### config.mk
export PLATFORM = sky130hd
export DESIGN_NAME = obf_seq_detector
export DESIGN_NICKNAME = d
export VERILOG_FILES = /design/src/rtl/obf_seq_detector.sv
export SDC_FILE = /design/constraint.sdc
export NUM_CORES = 1
export LEC_CHECK = 0
export ABC_CLOCK_PERIOD_IN_PS = 2650
export CAP_MARGIN = 20
export CORE_MARGIN = 8
export CORE_UTILIZATION = 45
export CTS_CLUSTER_DIAMETER = 50
export DETAILED_ROUTE_END_ITERATION = 6
export PLACE_DENSITY = 0.69
export SETUP_SLACK_MARGIN = 0.4
export SYNTH_ARGS = -nofsm -noshare
export SYNTH_HDL_FRONTEND = slang
export SYNTH_SLANG_ARGS = --single-unit
### constraint.sdc
create_clock -name clk -period 2.65 [get_ports clk]
set_input_delay 0.795 -clock clk [delete_from_list [all_inputs] [get_ports clk]]
set_output_delay 0.795 -clock clk [all_outputs]
set_load 0.005 [all_outputs]
### src/rtl/obf_seq_detector.sv
// Key-gated serial pattern detector: a serial key unlocks pattern matching,
// and too many wrong keys lock the block permanently until reset.
module obf_seq_detector #(
    parameter int unsigned          KEY_LEN   = 5,
    parameter logic [KEY_LEN-1:0]   KEY       = 5'b01110,
    parameter int unsigned          PAT_LEN   = 4,
    parameter logic [PAT_LEN-1:0]   PATTERN   = 4'b1101,
    parameter int unsigned          MAX_TRIES = 2
) (
    input  logic clk,
    input  logic rst_n,
    input  logic x,
    input  logic en,
    input  logic relock,
    output logic out,
    output logic unlocked,
    output logic dead
);

    localparam int unsigned IDX_W  = (KEY_LEN > 1) ? $clog2(KEY_LEN) : 1;
    localparam int unsigned TRY_W  = $clog2(MAX_TRIES + 1);
    localparam int unsigned FILL_W = $clog2(PAT_LEN + 1);

    typedef enum logic [1:0] {
        KEY_CHK   = 2'd0,
        FUNC      = 2'd1,
        BLACKHOLE = 2'd2
    } state_t;

    state_t              state, state_n;
    logic [IDX_W-1:0]    idx, idx_n;
    logic [TRY_W-1:0]    tries, tries_n;
    logic [PAT_LEN-1:0]  hist, hist_n;
    logic [FILL_W-1:0]   fill, fill_n;
    logic                out_n;
    logic [KEY_LEN-1:0]  key_sh;
    logic                key_bit;

    // Expected key bit: KEY is consumed MSB first.
    always_comb begin
        key_sh  = KEY << idx;
        key_bit = key_sh[KEY_LEN-1];
    end

    always_ff @(posedge clk or negedge rst_n) begin
        if (!rst_n) begin
            state    <= KEY_CHK;
            idx      <= '0;
            tries    <= '0;
            hist     <= '0;
            fill     <= '0;
            out      <= 1'b0;
            unlocked <= 1'b0;
            dead     <= 1'b0;
        end else begin
            state    <= state_n;
            idx      <= idx_n;
            tries    <= tries_n;
            hist     <= hist_n;
            fill     <= fill_n;
            out      <= out_n;
            unlocked <= (state_n == FUNC);
            dead     <= (state_n == BLACKHOLE);
        end
    end

    always_comb begin
        state_n = state;
        idx_n   = idx;
        tries_n = tries;
        hist_n  = hist;
        fill_n  = fill;
        out_n   = 1'b0;
        case (state)
            KEY_CHK: begin
                if (en) begin
                    if (x == key_bit) begin
                        if (idx == IDX_W'(KEY_LEN - 1)) begin
                            state_n = FUNC;
                            idx_n   = '0;
                        end else begin
                            idx_n = idx + IDX_W'(1);
                        end
                    end else begin
                        // Wrong bit restarts the key; it is not reused as a first bit.
                        idx_n   = '0;
                        tries_n = tries + TRY_W'(1);
                        if (tries_n == TRY_W'(MAX_TRIES)) begin
                            state_n = BLACKHOLE;
                        end
                    end
                end
            end
            FUNC: begin
                if (relock) begin
                    state_n = KEY_CHK;
                    idx_n   = '0;
                    tries_n = '0;
                    hist_n  = '0;
                    fill_n  = '0;
                end else if (en) begin
                    hist_n = PAT_LEN'({hist, x});
                    fill_n = (fill == FILL_W'(PAT_LEN)) ? fill : fill + FILL_W'(1);
                    out_n  = (hist_n == PATTERN) && (fill_n == FILL_W'(PAT_LEN));
                end
            end
            BLACKHOLE: begin
            end
            default: begin
                state_n = KEY_CHK;
            end
        endcase
    end

endmodule

==> summary.md, run 1 <==
| Metric | Value |
|---|---|
| Syn Inst Count | `92` |
| Final GP Congestion | `0.813` |
| Worst-Skew Late Latency | `0.28 ns` |
| Adder-Cell Fraction of Synth Area | `8.28%` |
| CP top delay family | `buffers and inverters` |
| XOR/XNOR Fraction of Synth Area | `0%` |
| Power per cell area | `707 nW/um2` |
| TritonCTS clock tree | `yes` |
| # clock sinks | `16` |
| GRT Max-Usage Layer | `met2` |
| Crit path max fanout | `6` |
| Fin crit period | `around 1.9 ns` |
| Worst Setup End Kind | `flop` |
| Critical Path AT | `between 2 and 2.5 ns` |
| Antenna diodes | `0` |
| H-tree Lvls | `1` |
| Count leader, synth | `dfrtp_1` |
| Fin crit share | `around 72%` |
| Peak VDD IR | `0.437 mV` |
| Ys Warns | `0` |
| Post-DP HPWL | `1300 um` |
| Starting Density | `47.2%` |
| Post-Syn Area | `907 um2` |
| Area of the core | `1920 um2` |
| Pre-CTS setup slack | `0.464 ns` |
| CTS max path bufs | `2` |
| Rows | `16` |
| Grt met2 use | `17.8%` |
| Setup repair after global routing missed its margin | `false` |
| Syn Area/Cell | `9.86 um2` |
| DRC viols | `0` |
| # nets final | `113` |
| Pin count of the biggest net entering global routing | `17` |
| Clock Pin Slew Worst Setup and Hold Paths | `about 0.080 ns` |
| Async set-reset flop share out of synthesis | `between 90% and 100%` |
| M1 GR Usage | `between 10% and 20%` |
| Leak pwr | `0.412 nW` |
| CTS Buf Count | `3` |
| M3 GR Usage | `2.12%` |
| Sum of negative setup slack | `0 ns` |
| Overflow left after global routing | `0` |
| Multiplexer area fraction after synthesis | `3.45%` |
| Synth Area in Compound Gates | `a little under a fifth` |
| Fin cells | `approximately 130` |
| Largest family of logic cells by synthesized area | `simple AND/OR/NAND/NOR gates` |
| Slew @ Worst Pin | `0.696 ns` |
| Post-CTS Setup Bufs | `0` |
| I/O Buffers | `7` |
| Fin. Hold Viols | `0` |
| Setup violations, final | `0` |
| Outcome | `complete, no violations` |
| Die area | `3710 um2` |
| Avg WL per Cell | `13.3 um` |
| Antenna Nets Post-Route | `0` |
| Number of synthesized flops with an enable pin | `0` |
| Classification of the worst setup path | `input port to flop` |
| Crit-path max cell delay | `0.52 ns` |
| Share of cells above drive strength 1 | `11.0%` |
| Sequential-to-total area share from yosys stat | `about 44%` |
| Gr usage total | `about a tenth` |
| Crit-path cells | `clkdlybuf4s50_1 > or3_1 > nand2_2 > o31ai_2 > a32o_1` |
| First drt pass iteration count | `4` |
| Simple-gate share of the synthesized area | `20.6%` |
| Vias | `685` |
| Synthesized flop and latch total | `16` |
| Hold_buf cts | `0` |
| Fill count | `187` |
| Initial DRC count | `18` |
| Worst setup margin | `approximately 0.74 ns` |
| Buffers plus inverters on the worst setup path | `1` |
| Routed wire length | `1690 um` |
| Critical path startpoint category | `input port` |
| Die H | `60.9 um` |
| Max-cap violation count | `0` |
| F_max | `0.524 GHz` |
| Vias in the first global route | `about 660` |
| CP required | `around 2.8 ns` |
| Hold WC Path Type | `flop to flop` |
| Commonest register cell after synthesis | `dfrtp_1` |
| Worst relative slew slack | `53.4%` |
| Mapped Nets | `103` |
| Post-synth top area share | `44.1%` |
| Placed cells | `124` |
| Vias/cell | `~5.4` |
| Worst Skew | `0.00697 ns` |
| Root buffer cell | `clkbuf_4` |
| Synth unique cells | `33` |
| Area Growth Syn to Fin | `13.0%` |
| Synth top area cells | `dfrtp_1 44%, ha_1 8.3%, nor2b_1 4.1%, nor2_1 3.7%, a31oi_1 3.4%` |
| Post-CTS sizing | `0` |
| Max stage delay cell, worst path | `clkdlybuf4s50_1` |
| First-pass GRT wire length | `2930 um` |
| Chip Width | `60.9 um` |
| I/O pins | `8` |
| Most frequent cells after synthesis | `16 x dfrtp_1, 9 x nor2_1, 7 x nand2_1` |
| Initial antenna violation count | `0` |
| Slew Viols, Final | `0` |
| Post-synth top area cell | `dfrtp_1` |
cells by family (layout without fill, tap and decap cells):
| group | Yosys count | after routing |
|---|---|---|
| AND/OR/NAND/NOR | 34 | 34 |
| AO/OA/AOI/OAI | 24 | 24 |
| flip-flops | 16 | 16 |
| buffers and inverters | 9 | 17 |
| adder cells (fa/ha/maj) | 6 | 6 |
| multiplexers | 3 | 3 |
layout make-up:
cell class / count / area (um2) / share of cell area (%)
Clock buffer: 3 / 22.5 / 2.20
Inverter: 5 / 18.8 / 1.83
Sequential cell: 16 / 400 / 39.1
Multi-Input combinational cell: 67 / 464 / 45.3
Timing Repair Buffer: 9 / 85.1 / 8.30
Tap cell: 27 / 33.8 / 3.30
registers in the layout, summed over array words and instances, names as in the netlist:
signal / count
dead: 1
fill: 3
hist: 3
idx: 3
out: 1
state: 2
tries: 2
unlocked: 1
per-layer routing:
layer	vias up	routed length (um)
met1	331	762
met5	-	0
met3	4	56
li1	343	-
met4	0	23
met2	7	844
report_power, final:
part / internal, mW / switching [mW] / leakage (nW) / total, mW
combinational: 0.121 / 0.132 / 0.204 / 0.253
sequential: 0.295 / 0.0521 / 0.194 / 0.347
clock: 0.0527 / 0.0717 / 0.0138 / 0.124
total: 0.468 / 0.256 / 0.412 / 0.724
metrics by stage:
stage / cell area [um2] / utilization, % / power (mW) / hold WS (ns)
2_1_floorplan: 907 / - / 0.526 / 0.466
3_3_place_gp: 1000 / 52.1 / 0.587 / 0.480
3_5_place_dp: 1000 / 52.1 / 0.608 / 0.486
5_1_grt: 1020 / 53.3 / 0.780 / 0.524
6_report: 1020 / 53.3 / 0.724 / 0.502
4_1_cts: 1020 / 53.3 / 0.733 / 0.506
cells in the final DEF, fill, tap and decap left out, types with 2 or more instances in the layout:
cell | synthesis | layout
a21oi_1 | 2 | 2
a31oi_1 | 5 | 5
a32o_1 | 3 | 3
buf_4 | 2 | 2
clkbuf_4 | 0 | 3
clkdlybuf4s50_1 | 0 | 7
dfrtp_1 | 16 | 16
ha_1 | 6 | 6
inv_1 | 5 | 5
mux2i_1 | 2 | 2
nand2_1 | 7 | 7
nand3b_1 | 2 | 2
nor2_1 | 9 | 9
nor2b_1 | 6 | 6
o21ai_0 | 2 | 2
o21ai_1 | 6 | 6
worst paths after layout:
kind	startpoint	to	slack [ns]	cells after the start
min	tries[1]	tries[1]	0.50	1
max in group asynchronous	rst_n	tries[1]	1.28	1
min reg2reg	tries[1]	tries[1]	0.50	1
max reg2reg	state[0]	out	1.01	3
max	x	tries[1]	0.74	5
min in group asynchronous	rst_n	fill[2]	0.93	1
worst register-to-register path, cell delays in order (launching register included):
cell and delay, ns:
dfrtp_1 0.53, nor2b_1 0.53, nand2_1 0.15, nor4_1 0.32
(Power assumes the default switching activity.)
==> run 2: changes to the inputs <==
--- a/config.mk
+++ b/config.mk
@@ -5,13 +5,13 @@
 export SDC_FILE = /design/constraint.sdc
 export NUM_CORES = 1
 export LEC_CHECK = 0
-export ABC_CLOCK_PERIOD_IN_PS = 2650
+export ABC_CLOCK_PERIOD_IN_PS = 1590
 export CAP_MARGIN = 20
 export CORE_MARGIN = 8
 export CORE_UTILIZATION = 45
 export CTS_CLUSTER_DIAMETER = 50
 export DETAILED_ROUTE_END_ITERATION = 6
-export PLACE_DENSITY = 0.69
+export PLACE_DENSITY = 0.71
 export SETUP_SLACK_MARGIN = 0.4
 export SYNTH_ARGS = -nofsm -noshare
 export SYNTH_HDL_FRONTEND = slang
==> constraint.sdc (replaced) <==
create_clock -name clk -period 1.59 [get_ports clk]
set_input_delay 0.477 -clock clk [delete_from_list [all_inputs] [get_ports clk]]
set_output_delay 0.477 -clock clk [all_outputs]
set_load 0.005 [all_outputs]
==> summary.md, run 2 (synthesis gave the netlist of run 1 again) <==
| Metric | Value |
|---|---|
| Outcome | `complete, no violations (unchanged)` |
| Antenna diodes | `0 (unchanged)` |
| Fin crit share | `approximately nine tenths` |
| Commonest non-fill, non-tap cell in the layout | `buf_4 (was dfrtp_1)` |
| I/O Buffers | `7 (unchanged)` |
| Rows | `16 (unchanged)` |
| Worst relative slew slack | `82.7% (was 53.4%)` |
| Hold WC Path Type | `input port to async pin (was flop to flop)` |
| Area Growth Syn to Fin | `44.4% (was 13.0%)` |
| Avg WL per Cell | `13.6 um (was 13.3 um)` |
| Gr usage total | `12.1% (was 10.6%)` |
| Initial antenna violation count | `0 (unchanged)` |
| Placed cells | `133 (was 124)` |
| Peak VDD IR | `0.842 mV (was 0.437 mV)` |
| Root buffer cell | `clkbuf_4 (unchanged)` |
| Setup repair after global routing missed its margin | `true (was false)` |
| Slew Viols, Final | `0 (unchanged)` |
| Power per cell area | `1220 nW/um2 (was 707 nW/um2)` |
| Initial DRC count | `29 (was 18)` |
| Share of cells above drive strength 1 | `47.2% (was 11.0%)` |
| Clock Pin Slew Worst Setup and Hold Paths | `0.10 ns (was 0.08 ns)` |
| TritonCTS clock tree | `yes (unchanged)` |
| Crit path max fanout | `3 (was 6)` |
| Pin count of the biggest net entering global routing | `17 (unchanged)` |
| Overflow left after global routing | `0 (unchanged)` |
| # nets final | `137 (was 113)` |
| Setup violations, final | `0 (unchanged)` |
| Chip Width | `60.9 um (unchanged)` |
| Critical Path AT | `1.60 ns (was 2.08 ns)` |
| Critical path startpoint category | `flop (was input port)` |
| Final GP Congestion | `0.750 (was 0.813)` |
| First-pass GRT wire length | `3380 um (was 2930 um)` |
| Fin. Hold Viols | `0 (unchanged)` |
| DRC viols | `0 (unchanged)` |
| Sum of negative setup slack | `0 ns (unchanged)` |
| Worst setup margin | `0.178 ns (was 0.741 ns)` |
| Vias | `792 (was 685)` |
| First drt pass iteration count | `4 (unchanged)` |
| Vias/cell | `5.21 (was 5.39)` |
| Leak pwr | `0.575 nW (was 0.412 nW)` |
| R2R Path End | `tries[1] (was out)` |
| Slew @ Worst Pin | `0.252 ns (was 0.696 ns)` |
| Hold_buf cts | `0 (unchanged)` |
| Fin util | `68.2% (was 53.3%)` |
| Reg2reg setup slack | `0.18 ns (was 1.01 ns)` |
| H-tree Lvls | `1 (unchanged)` |
| Most frequent cells in the layout | `22 x buf_4, 14 x dfrtp_1, 9 x nor2_1 (was 16 x dfrtp_1, 9 x nor2_1, 7 x nand2_1, 7 x clkdlybuf4s50_1)` |
| Classification of the worst setup path | `flop to flop (was input port to flop)` |
| CTS max path bufs | `2 (unchanged)` |
| Fin cells | `152 (was 127)` |
| Post-DP HPWL | `1290 um (was 1300 um)` |
| Worst Skew | `0.00758 ns (was 0.00697 ns)` |
| Fill count | `159 (was 187)` |
| Routed wire length | `2070 um (was 1690 um)` |
| Fin crit period | `1.41 ns` |
| Max-cap violation count | `0 (unchanged)` |
| Vias in the first global route | `781 (was 664)` |
| Critical R2R Launch | `idx[0] (was state[0])` |
| I/O pins | `8 (unchanged)` |
| Largest regs | `fill: 3 flops, hist: 3 flops, idx: 3 flops (unchanged)` |
| # clock sinks | `16 (unchanged)` |
| CTS Buf Count | `3 (unchanged)` |
| Starting Density | `47.2% (unchanged)` |
| FF-to-FF path depth | `6 (was 3)` |
| CP required | `1.78 ns (was 2.82 ns)` |
| F_max | `approximately 0.71 GHz` |
| Area of the core | `1920 um2 (unchanged)` |
| Tot Pwr | `1.59 mW (was 0.724 mW)` |
| Worst-Skew Late Latency | `0.30 ns (was 0.28 ns)` |
| Antenna Nets Post-Route | `0 (unchanged)` |
| Pre-CTS setup slack | `-0.206 ns (was 0.464 ns)` |
| Worst Setup End Kind | `flop (unchanged)` |
| Die area | `3710 um2 (unchanged)` |
| Die H | `60.9 um (unchanged)` |
[run 2: through the flow]
step,cell area [um2],hold WS (ns)
2_1_floorplan,923,0.181
3_3_place_gp,1090,0.478
3_5_place_dp,1090,0.483
4_1_cts,1230,0.505
5_1_grt,1310,0.522
6_report,1310,0.495
[run 2: repair_timing]
action,4_1_cts,5_1_grt
pin swaps,8,6
setup buffers,7,7
cloned,1,0
hold endpoints to repair,0,0
gates resized for setup,29,9
endpoints found under the setup margin,19,18
[run 2: area by class of cell]
cell class / instances / area (um2) / area share (%)
Clock buffer: 4 / 36.3 / 2.77
Inverter: 5 / 18.8 / 1.43
Multi-Input combinational cell: 67 / 563 / 43.0
Sequential cell: 16 / 403 / 30.8
Tap cell: 27 / 33.8 / 2.58
Timing Repair Buffer: 33 / 255 / 19.5
[run 2: metal layers]
metal | vias up | GRT usage [%] | wire length [um]
met5 | - | 0 | 0
met2 | 13 | 21.3 | 1050
met4 | 0 | 4.98 | 20
li1 | 393 | - | -
met3 | 4 | 3.39 | 83
met1 | 382 | 13.3 | 917
[run 2: worst max-delay path, stage by stage (launching register included)]
cell,delay [ns]
dfrtp_1,0.37
inv_2,0.06
ha_4,0.16
or3_4,0.33
nand2_4,0.09
o31ai_2,0.07
a32o_1,0.21
[run 2: worst max-delay path by stage]
stage | from | to | cells after the start
after floorplan | idx[0] | tries[0] | 6
after global placement | x | idx[2] | 5
after detailed placement | x | idx[2] | 5
after CTS | idx[1] | tries[0] | 6
after global routing | idx[1] | tries[1] | 6
final | idx[0] | tries[1] | 6
[run 2: power by group]
| part | internal (mW) | leakage [nW] | switching (mW) |
|---|---|---|---|
| sequential | 0.493 | 0.192 | 0.0979 |
| clock | 0.140 | 0.0210 | 0.140 |
| combinational | 0.398 | 0.362 | 0.324 |
| total | 1.03 | 0.575 | 0.562 |
==> run 3: changes to the inputs <==
--- a/config.mk
+++ b/config.mk
@@ -8,10 +8,12 @@
 export ABC_CLOCK_PERIOD_IN_PS = 1590
 export CAP_MARGIN = 20
 export CORE_MARGIN = 8
-export CORE_UTILIZATION = 45
+export CORE_UTILIZATION = 40
 export CTS_CLUSTER_DIAMETER = 50
 export DETAILED_ROUTE_END_ITERATION = 6
-export PLACE_DENSITY = 0.71
+export DONT_BUFFER_PORTS = 1
+export PLACE_DENSITY = 0.6
+export REMOVE_ABC_BUFFERS = 1
 export SETUP_SLACK_MARGIN = 0.4
 export SYNTH_ARGS = -nofsm -noshare
 export SYNTH_HDL_FRONTEND = slang
==> summary.md, run 3 (synthesis gave the netlist of run 1 again) <==
| Metric | Value |
|---|---|
| Rows | `17 (was 16)` |
| Final GP Congestion | `0.768 (was 0.750)` |
| Fin crit period | `1.40 ns (was 1.41 ns)` |
| Gr usage total | `9.75% (was 12.1%)` |
| Root buffer cell | `clkbuf_4 (unchanged)` |
| Initial DRC count | `10 (was 29)` |
| Worst-Skew Late Latency | `0.28 ns (was 0.30 ns)` |
| Classification of the worst setup path | `flop to flop (unchanged)` |
| Slew @ Worst Pin | `0.720 ns (was 0.252 ns)` |
| Fill count | `201 (was 159)` |
| Crit path max fanout | `4 (was 3)` |
| Max stage delay cell, worst path | `dfrtp_1 (unchanged)` |
| I/O pins | `8 (unchanged)` |
| Worst setup margin | `0.189 ns (was 0.178 ns)` |
| Minimum hold slack | `0.257 ns (was 0.495 ns)` |
| First drt pass iteration count | `5 (was 4)` |
| Reg2reg setup slack | `0.19 ns (was 0.18 ns)` |
| Routed wire length | `1770 um (was 2070 um)` |
| Antenna diodes | `0 (unchanged)` |
| Critical Path AT | `1.58 ns (was 1.60 ns)` |
| Most frequent cells in the layout | `14 x dfrtp_1, 9 x nor2_1, 9 x buf_4 (was 22 x buf_4, 14 x dfrtp_1, 9 x nor2_1)` |
| Overflow left after global routing | `0 (unchanged)` |
| Leak pwr | `0.455 nW (was 0.575 nW)` |
| Pin count of the biggest net entering global routing | `17 (unchanged)` |
| Commonest non-fill, non-tap cell in the layout | `dfrtp_1 (was buf_4)` |
| F_max | `0.714 GHz (was 0.708 GHz)` |
| Fin crit share | `88.1% (was 88.8%)` |
| Starting Density | `41.8% (was 47.2%)` |
| CTS max path bufs | `2 (unchanged)` |
| Fin cells | `130 (was 152)` |
| Pre-CTS setup slack | `0.0767 ns (was -0.206 ns)` |
| Crit-path cells | `inv_2 > ha_4 > nor2b_4 > o311ai_4 > nand3b_1 > o21ai_1 (was inv_2 > ha_4 > or3_4 > nand2_4 > o31ai_2 > a32o_1)` |
| Largest regs | `fill: 3 flops, hist: 3 flops, idx: 3 flops (unchanged)` |
| Die H | `63.6 um (was 60.9 um)` |
| H-tree Lvls | `1 (unchanged)` |
| Clock Pin Slew Worst Setup and Hold Paths | `0.09 ns (was 0.10 ns)` |
| CP required | `1.76 ns (was 1.78 ns)` |
| DRC viols | `0 (unchanged)` |
| Peak VDD IR | `0.795 mV (was 0.842 mV)` |
| Hold WC Path Type | `input port to flop (was input port to async pin)` |
| Initial antenna violation count | `0 (unchanged)` |
| Power per cell area | `1290 nW/um2 (was 1220 nW/um2)` |
| # clock sinks | `16 (unchanged)` |
| Chip Width | `63.6 um (was 60.9 um)` |
| Fin. Hold Viols | `0 (unchanged)` |
| Critical path startpoint category | `flop (unchanged)` |
| Antenna Nets Post-Route | `0 (unchanged)` |
| Setup violations, final | `0 (unchanged)` |
| Placed cells | `117 (was 133)` |
| Setup repair after global routing missed its margin | `true (unchanged)` |
| Area Growth Syn to Fin | `21.5% (was 44.4%)` |
| CTS Buf Count | `3 (unchanged)` |
| Final instance area | `1100 um2 (was 1310 um2)` |
| Outcome | `complete, no violations (unchanged)` |
| Vias in the first global route | `739 (was 781)` |
| Max-cap violation count | `0 (unchanged)` |
| First-pass GRT wire length | `3240 um (was 3380 um)` |
| Tot Pwr | `1.43 mW (was 1.59 mW)` |
| Worst relative slew slack | `52.0% (was 82.7%)` |
| Worst Setup End Kind | `flop (unchanged)` |
| Share of cells above drive strength 1 | `32.4% (was 47.2%)` |
| Vias/cell | `5.36 (was 5.21)` |
| Sum of negative setup slack | `0 ns (unchanged)` |
| Area of the core | `2170 um2 (was 1920 um2)` |
| Fin util | `50.8% (was 68.2%)` |
| Die area | `4050 um2 (was 3710 um2)` |
| Avg WL per Cell | `13.6 um (about the same)` |
| Post-DP HPWL | `1160 um (was 1290 um)` |
| Worst Skew | `0.00422 ns (was 0.00758 ns)` |
| # nets final | `114 (was 137)` |
| Crit-path max cell delay | `0.37 ns (about the same)` |
| Post-DP Area | `926 um2 (was 1090 um2)` |
| Vias | `697 (was 792)` |
| I/O Buffers | `0 (was 7)` |
| Slew Viols, Final | `0 (unchanged)` |
| TritonCTS clock tree | `yes (unchanged)` |
## run 3: changes by cell type in the layout (fill, tap and decap cells not counted), sizes merged
cell / previous run / this run
buf: 28 / 9
clkdlybuf4s50: 1 / 0
clkbuf: 5 / 4
dlygate4sd2: 3 / 0
dlymetal6s4s: 0 / 1
## run 3: final timing paths
kind,startpoint,endpoint,cells after the start
worst max-delay path,idx[0],idx[0],6
worst min register to register,tries[1],tries[1],1
max in group asynchronous,rst_n,state[1],1
min in group asynchronous,rst_n,hist[0],1
worst max register to register,idx[0],idx[0],6
worst min-delay path,relock,out,1
## run 3: repair_timing
action | in CTS | in global routing
buffers inserted | 7 | 1
setup endpoints to repair | 14 | 29
gates resized for setup | 16 | 5
endpoints found under the hold margin | 16 | 0
pin swaps | 7 | 6
hold buffers | 1 | 0
## run 3: area by class of cell
type | instances | area [um2] | area share [%]
clock buffer | 4 | 36.3 | 3.29
timing repair buffer | 10 | 80.1 | 7.26
tap | 28 | 35.0 | 3.18
multi-input combinational | 67 | 529 | 48.0
inverter | 5 | 18.8 | 1.70
sequential | 16 | 403 | 36.5
## run 3: critical path, delay by kind of cell, from the launching register on
| kind | cells | cell delay, ns |
|---|---|---|
| AOI/OAI and AO/OA | 2 | 0.40 |
| adders and majority gates | 1 | 0.16 |
| and+or+nand+nor | 2 | 0.29 |
| DFF | 1 | 0.37 |
| buffers and inverters | 1 | 0.07 |
## run 3: report_power, final
part           switching (mW)  internal [mW]  total, mW
sequential              0.103          0.494      0.597
clock                   0.127          0.139      0.266
combinational           0.248          0.315      0.563
## run 3: per-layer routing
| metal | vias up | wire [um] | GRT usage, % |
|---|---|---|---|
| met2 | 10 | 833 | 16.1 |
| met5 | - | 0 | 0 |
| met3 | 2 | 97 | 2.65 |
| met4 | 0 | 14 | 5.01 |
| met1 | 337 | 826 | 11.2 |
| li1 | 348 | - | - |
